===== src/rtl/drbg_line_key_scheduler.sv =====
// Sequences the hash DRBG for the line scrambler: init, one prefetched key released per
// line_start, and a reseed strobe every FIELDS_PER_RESEED fields.
module drbg_line_key_scheduler #(
   parameter int KEY_W             = 32,
   parameter int FIELDS_PER_RESEED = 4,
   parameter int TIMEOUT_CYCLES    = 4096
) (
   input  logic             clk,
   input  logic             reset_n,
   input  logic             enable,
   input  logic             field_start,
   input  logic             line_start,
   input  logic             drbg_init_ready,
   input  logic             drbg_next_bits_ready,
   input  logic [255:0]     drbg_random_bits,
   output logic             drbg_init,
   output logic             drbg_next_bits,
   output logic             drbg_next_seed,
   output logic [KEY_W-1:0] line_key,
   output logic             line_key_valid,
   output logic             key_underrun,
   output logic             fault,
   output logic [15:0]      underrun_count
);

   localparam int FCW = (FIELDS_PER_RESEED > 1) ? $clog2(FIELDS_PER_RESEED) : 1;
   localparam int TCW = (TIMEOUT_CYCLES > 1) ? $clog2(TIMEOUT_CYCLES) : 1;
   localparam logic [FCW-1:0] FIELD_LAST = FCW'(FIELDS_PER_RESEED - 1);
   localparam logic [FCW-1:0] FIELD_ONE  = FCW'(1);
   localparam logic [TCW-1:0] TIMER_LAST = TCW'(TIMEOUT_CYCLES - 1);
   localparam logic [TCW-1:0] TIMER_ONE  = TCW'(1);

   localparam logic [2:0] S_IDLE    = 3'd0;
   localparam logic [2:0] S_INIT    = 3'd1;
   localparam logic [2:0] S_FETCH   = 3'd2;
   localparam logic [2:0] S_RELEASE = 3'd3;
   localparam logic [2:0] S_FULL    = 3'd4;
   localparam logic [2:0] S_SEED    = 3'd5;
   localparam logic [2:0] S_FAULT   = 3'd6;

   logic [2:0]       r_state;
   logic [2:0]       w_next;
   logic [TCW-1:0]   r_timer;
   logic [FCW-1:0]   r_field_cnt;
   logic             r_reseed_pending;
   logic [KEY_W-1:0] r_buf;
   logic             r_buf_valid;
   logic [KEY_W-1:0] r_line_key;
   logic             r_line_key_valid;
   logic             r_key_underrun;
   logic [15:0]      r_underrun_count;

   logic w_serve;
   logic w_underrun;
   logic w_field_wrap;
   logic w_waiting;
   logic w_timeout;
   logic w_capture;
   logic w_unused_bits;

   assign w_serve      = enable && line_start && r_buf_valid;
   assign w_underrun   = enable && line_start && !r_buf_valid;
   assign w_field_wrap = enable && field_start && (r_field_cnt == FIELD_LAST);
   assign w_waiting    = (r_state == S_INIT) || (r_state == S_FETCH) || (r_state == S_RELEASE);
   assign w_timeout    = (r_timer == TIMER_LAST);
   assign w_capture    = (r_state == S_FETCH) && drbg_next_bits_ready;
   assign w_unused_bits = ^drbg_random_bits;

   // A wrap seen while in S_FULL goes straight to S_SEED so the reseed precedes the refill.
   always_comb begin
      w_next = r_state;
      case (r_state)
         S_IDLE:    w_next = S_INIT;
         S_INIT:    if (drbg_init_ready) w_next = S_FETCH;
                    else if (w_timeout) w_next = S_FAULT;
         S_FETCH:   if (drbg_next_bits_ready) w_next = S_RELEASE;
                    else if (w_timeout) w_next = S_FAULT;
         S_RELEASE: if (!drbg_next_bits_ready) w_next = S_FULL;
                    else if (w_timeout) w_next = S_FAULT;
         S_FULL:    if (r_reseed_pending || w_field_wrap) w_next = S_SEED;
                    else if (w_serve || !r_buf_valid) w_next = S_FETCH;
         S_SEED:    w_next = (r_buf_valid && !w_serve) ? S_FULL : S_FETCH;
         S_FAULT:   w_next = S_FAULT;
         default:   w_next = S_IDLE;
      endcase
      if (!enable) w_next = S_IDLE;
   end

   always_ff @(posedge clk or negedge reset_n) begin
      if (!reset_n) begin
         r_state          <= S_IDLE;
         r_timer          <= '0;
         r_field_cnt      <= '0;
         r_reseed_pending <= 1'b0;
         r_buf            <= '0;
         r_buf_valid      <= 1'b0;
         r_line_key       <= '0;
         r_line_key_valid <= 1'b0;
         r_key_underrun   <= 1'b0;
         r_underrun_count <= '0;
      end else begin
         r_state          <= w_next;
         r_timer          <= ((w_next != r_state) || !w_waiting) ? '0 : r_timer + TIMER_ONE;
         r_line_key_valid <= w_serve;
         r_key_underrun   <= w_underrun;
         if (w_serve) r_line_key <= r_buf;
         if (w_underrun && (r_underrun_count != 16'hFFFF))
            r_underrun_count <= r_underrun_count + 16'd1;

         if (!enable) begin
            r_buf_valid <= 1'b0;
         end else if (w_capture) begin
            r_buf       <= drbg_random_bits[KEY_W-1:0];
            r_buf_valid <= 1'b1;
         end else if (w_serve) begin
            r_buf_valid <= 1'b0;
         end

         // A wrap landing in the S_SEED cycle must survive the clear.
         if (!enable) begin
            r_field_cnt      <= '0;
            r_reseed_pending <= 1'b0;
         end else begin
            if (field_start) r_field_cnt <= w_field_wrap ? '0 : r_field_cnt + FIELD_ONE;
            if (w_field_wrap) r_reseed_pending <= 1'b1;
            else if (r_state == S_SEED) r_reseed_pending <= 1'b0;
         end
      end
   end

   assign drbg_init      = (r_state == S_INIT);
   assign drbg_next_bits = (r_state == S_FETCH);
   assign drbg_next_seed = (r_state == S_SEED);
   assign fault          = (r_state == S_FAULT);
   assign line_key       = r_line_key;
   assign line_key_valid = r_line_key_valid;
   assign key_underrun   = r_key_underrun;
   assign underrun_count = r_underrun_count;

endmodule


===== config.mk =====
export PLATFORM = sky130hd
export DESIGN_NAME = drbg_line_key_scheduler
export DESIGN_NICKNAME = d
export VERILOG_FILES = /design/src/rtl/drbg_line_key_scheduler.sv
export SDC_FILE = /design/constraint.sdc
export NUM_CORES = 1
export LEC_CHECK = 0
export ABC_AREA = 1
export CORE_AREA = 4 4 122 124
export CTS_BUF_LIST = sky130_fd_sc_hd__clkbuf_4 sky130_fd_sc_hd__clkbuf_8
export DETAILED_ROUTE_END_ITERATION = 10
export DIE_AREA = 0 0 126 128
export PLACE_DENSITY = 0.75
export SLEW_MARGIN = 20
export SYNTH_ARGS = -nofsm -noshare
export SYNTH_HDL_FRONTEND = slang
export SYNTH_SLANG_ARGS = --single-unit

===== constraint.sdc =====
create_clock -name clk -period 4.61 [get_ports clk]
set_input_delay 0.461 -clock clk [delete_from_list [all_inputs] [get_ports clk]]
set_output_delay 0.461 -clock clk [all_outputs]
set_load 0.02 [all_outputs]

==> results_dict.tcl <==
set metrics [dict create \
    outcome "finished, final reports clean" \
    worst_pin_slew_ns 0.673 \
    chipWidth_um 126 \
    fmax_ghz 0.413 \
    ioPinCount 317 \
    fin_cells 739 \
    crit_buf_inv 4 \
    yosys_warnings 0 \
    yosys-mux-area-fraction 0.0260 \
    synth.avg_cell_area_um2 9.40 \
    dieArea_mm2 0.0161 \
    start_util 0.314 \
    dp_slack_ns 1.87 \
    ant_nets 0 \
    finalSetupTns_ns 0 \
    whs_ns 0.130 \
    total_leakage_power_nw 2.69 \
    synth-xor-area-share 0.0505 \
    die_h_um 128 \
    synth_area_leader_cell "dfrtp_1" \
    gr-total-overflow 0 \
    coreArea_mm2 0.0138 \
    io_buffers 92 \
    route.detailed.drc 0 \
    post_cts_buffers 0 \
    yosysUniqueCellTypes 29 \
    final_max_slew_viol_count 0 \
    synth-simple-area-share 0.203 \
    path_cells "clkdlybuf4s50_1 > nand2_1 > nor2_1 > buf_4 > clkinv_1 > buf_4 > nand2_1 > o21ai_0" \
    vias 3303 \
    vias_per_cell 4.47 \
    grt_pass1_wl_mm 16.1 \
    irDropWorstVdd_mv 0.288 \
    critical-path-slowest-cell "clkdlybuf4s50_1" \
    synth_area_mm2 0.00433 \
    drt_iter0_drc 123 \
    drt_pre_antenna_iters 4 \
    cts_root_buf "clkbuf_8" \
    period_share 0.525 \
    power.density_mw_per_mm2 487 \
    place.gp.congestion 0.844 \
    routed_wl_mm 9.61 \
    clk_pin_slew_ns 0.10 \
    critPathMaxFanout 41 \
    antenna_found_initial 0 \
    combPwrFrac 0.327 \
    maxCapViolCount 0 \
    final_nets 820 \
    grt_max_degree 56 \
    arrival_ns 2.64 \
    cpPeakStageDelay_ns 0.76 \
    pwr-share-seq 0.482 \
    clock_skew_ns 0.0112 \
    clock_sinks 101 \
    p_clk_frac 0.190 \
    clockBufferDepth 2 \
    synth_seq_cells 101 \
    yosysSeqAreaShare 0.583 \
    critPathKind "input pin to register" \
    synth_top_family_by_area "simple AND/OR/NAND/NOR gates" \
    min_path_type "input pin to asynchronous set/reset pin" \
    ctsResizeCount 0 \
    rows 43 \
    drive_gt1_frac 0.107 \
    crit_family "buffers and inverters" \
    synth_fa_ha_area_frac 0.00867 \
    grt_usage 0.122 \
    grt_pass1_vias 3358 \
    final-hold-violation-count 0 \
    endpoint_kind "register" \
    yosys.area.top_type_share 0.583 \
    wl_per_cell_um 13.0 \
    place_hpwl_mm 6.89 \
    startpoint_type "input pin" \
    p_int_mw 1.81 \
    area_growth_syn_to_layout_pct 29.6 \
    period_minus_slack_ns 2.42 \
    cts_max_level 3 \
    setup_slack_ns 2.19 \
    antenna_cells 0 \
    sw_frac_of_total 0.338 \
    slew_headroom 0.552 \
    cts_tree "built" \
    cts_buffers 9 \
    synth_fp_nets 727 \
    finalSetupViolations 0 \
    insertion_delay_ns 0.35 \
    p_sw_mw 0.925 \
    postLayoutCoreUtil 0.408 \
    rsz0062_at_grt "false" \
    synthCells 461 \
    crit_required_ns 4.83 \
    ctsHoldBuffers 0 \
    ys_top_cells_by_area "dfrtp_1 (58%), nand2_1 (9.1%), inv_1 (4.4%), xor2_1 (3.6%), nor2_1 (3.4%)" \
    dp_cells 723 \
    synth_compound_area_frac 0.0644 \
]
## stage by stage
stage               total power [mW]  area, um^2
global placement                2.20        5430
CTS                             2.77        5610
detailed placement              2.24        5430
finish                          2.74        5610
global route                    2.91        5610
floorplan                       1.80        4330
## path summary, 6_finish.rpt
kind | slack (ns) | cells after the start | to | from
setup reg to reg | 2.61 | 12 | r_timer[0] | r_field_cnt[0]
setup / recovery | 2.19 | 8 | line_key[18] | enable
hold reg to reg | 0.47 | 1 | r_timer[0] | r_timer[0]
max in group asynchronous | 3.41 | 2 | underrun_count[5] | reset_n
min in group clk | 0.47 | 1 | r_timer[0] | r_timer[0]
hold / removal | 0.13 | 1 | r_buf[16] | reset_n
## layout make-up
class / instances / area [um^2]
well taps: 180 / 225
fillers: 1373 / 8160
inverters: 56 / 210
flip-flops and latches: 101 / 2530
multi-input cells: 291 / 1530
clock buffers: 12 / 146
clock inverters: 4 / 32.5
repair buffers: 95 / 941
## layout by cell type (no fill, tap or decap)
| cell type | count |
|---|---|
| xnor2_1 | 7 |
| clkinv_1 | 1 |
| inv_6 | 1 |
| nor2_1 | 39 |
| o21ai_0 | 25 |
| inv_1 | 51 |
| nor3_2 | 1 |
| buf_4 | 4 |
| inv_2 | 4 |
| dfrtp_1 | 101 |
| nor2_4 | 1 |
| nand3_2 | 2 |
| clkbuf_4 | 3 |
| clkinv_4 | 1 |
| ha_1 | 3 |
| xor2_1 | 18 |
| nand4_1 | 4 |
| and3_1 | 1 |
| clkinvlp_4 | 2 |
| o21ai_2 | 1 |
| clkdlybuf4s50_1 | 91 |
| nor2_2 | 15 |
| nand2_1 | 105 |
| nand3b_1 | 2 |
| mux2_2 | 10 |
| nor3_1 | 5 |
| nor4b_1 | 1 |
| nand2_2 | 5 |
| o21ai_1 | 1 |
| o31ai_1 | 2 |
| nand3_1 | 17 |
| clkbuf_8 | 9 |
| a21oi_1 | 25 |
| nand2_4 | 1 |
## metal layers
layer / part of all wire / routed length (um) / GRT usage
met1: 0.44 / 4260 / 0.157
met3: 0.084 / 807 / 0.0558
met5: 0 / 0 / 0
met4: 0.015 / 141 / 0.0423
met2: 0.46 / 4400 / 0.183
## flip-flops by register name (all words and copies together) (netlist names)
signal and count:
key_underrun 1, line_key 32, line_key_valid 1, r_buf 32
r_buf_valid 1, r_field_cnt 2, r_reseed_pending 1, r_state 3
r_timer 12, underrun_count 16
## power groups by stage
stage          Combinational, mW  Clock (mW)  Sequential, mW
2_1_floorplan              0.313           0            1.48
6_report                   0.896       0.520            1.32
3_3_place_gp               0.883           0            1.32
3_5_place_dp               0.908           0            1.34
5_1_grt                    0.979       0.579            1.36
4_1_cts                    0.911       0.537            1.32
## kinds of logic (layout without fill, tap and decap cells)
| group | Yosys count | after routing |
|---|---|---|
| simple gates | 199 | 199 |
| flops | 101 | 101 |
| buf+inv | 69 | 167 |
| compound gates | 54 | 54 |
| xor+xnor | 25 | 25 |
| mux | 10 | 10 |
| fa+ha+maj | 3 | 3 |
## Yosys cell counts
library cell,number
ha_1,3
nor4b_1,1
buf_6,2
o31ai_1,2
nand4_1,4
nand3b_1,2
o21ai_0,25
nor3_1,5
inv_2,4
nand2_1,105
and3_1,1
clkinv_1,1
buf_2,3
nand2_2,6
nor2_4,1
a21oi_1,25
clkbuf_1,8
mux2_2,10
dfrtp_1,101
xnor2_1,7
xor2_1,18
o21ai_1,1
o21ai_2,1
inv_1,51
nor2_2,15
nor3_2,1
nor2_1,39
nand3_2,2
nand3_1,17
Power figures use the tool's default switching activity.
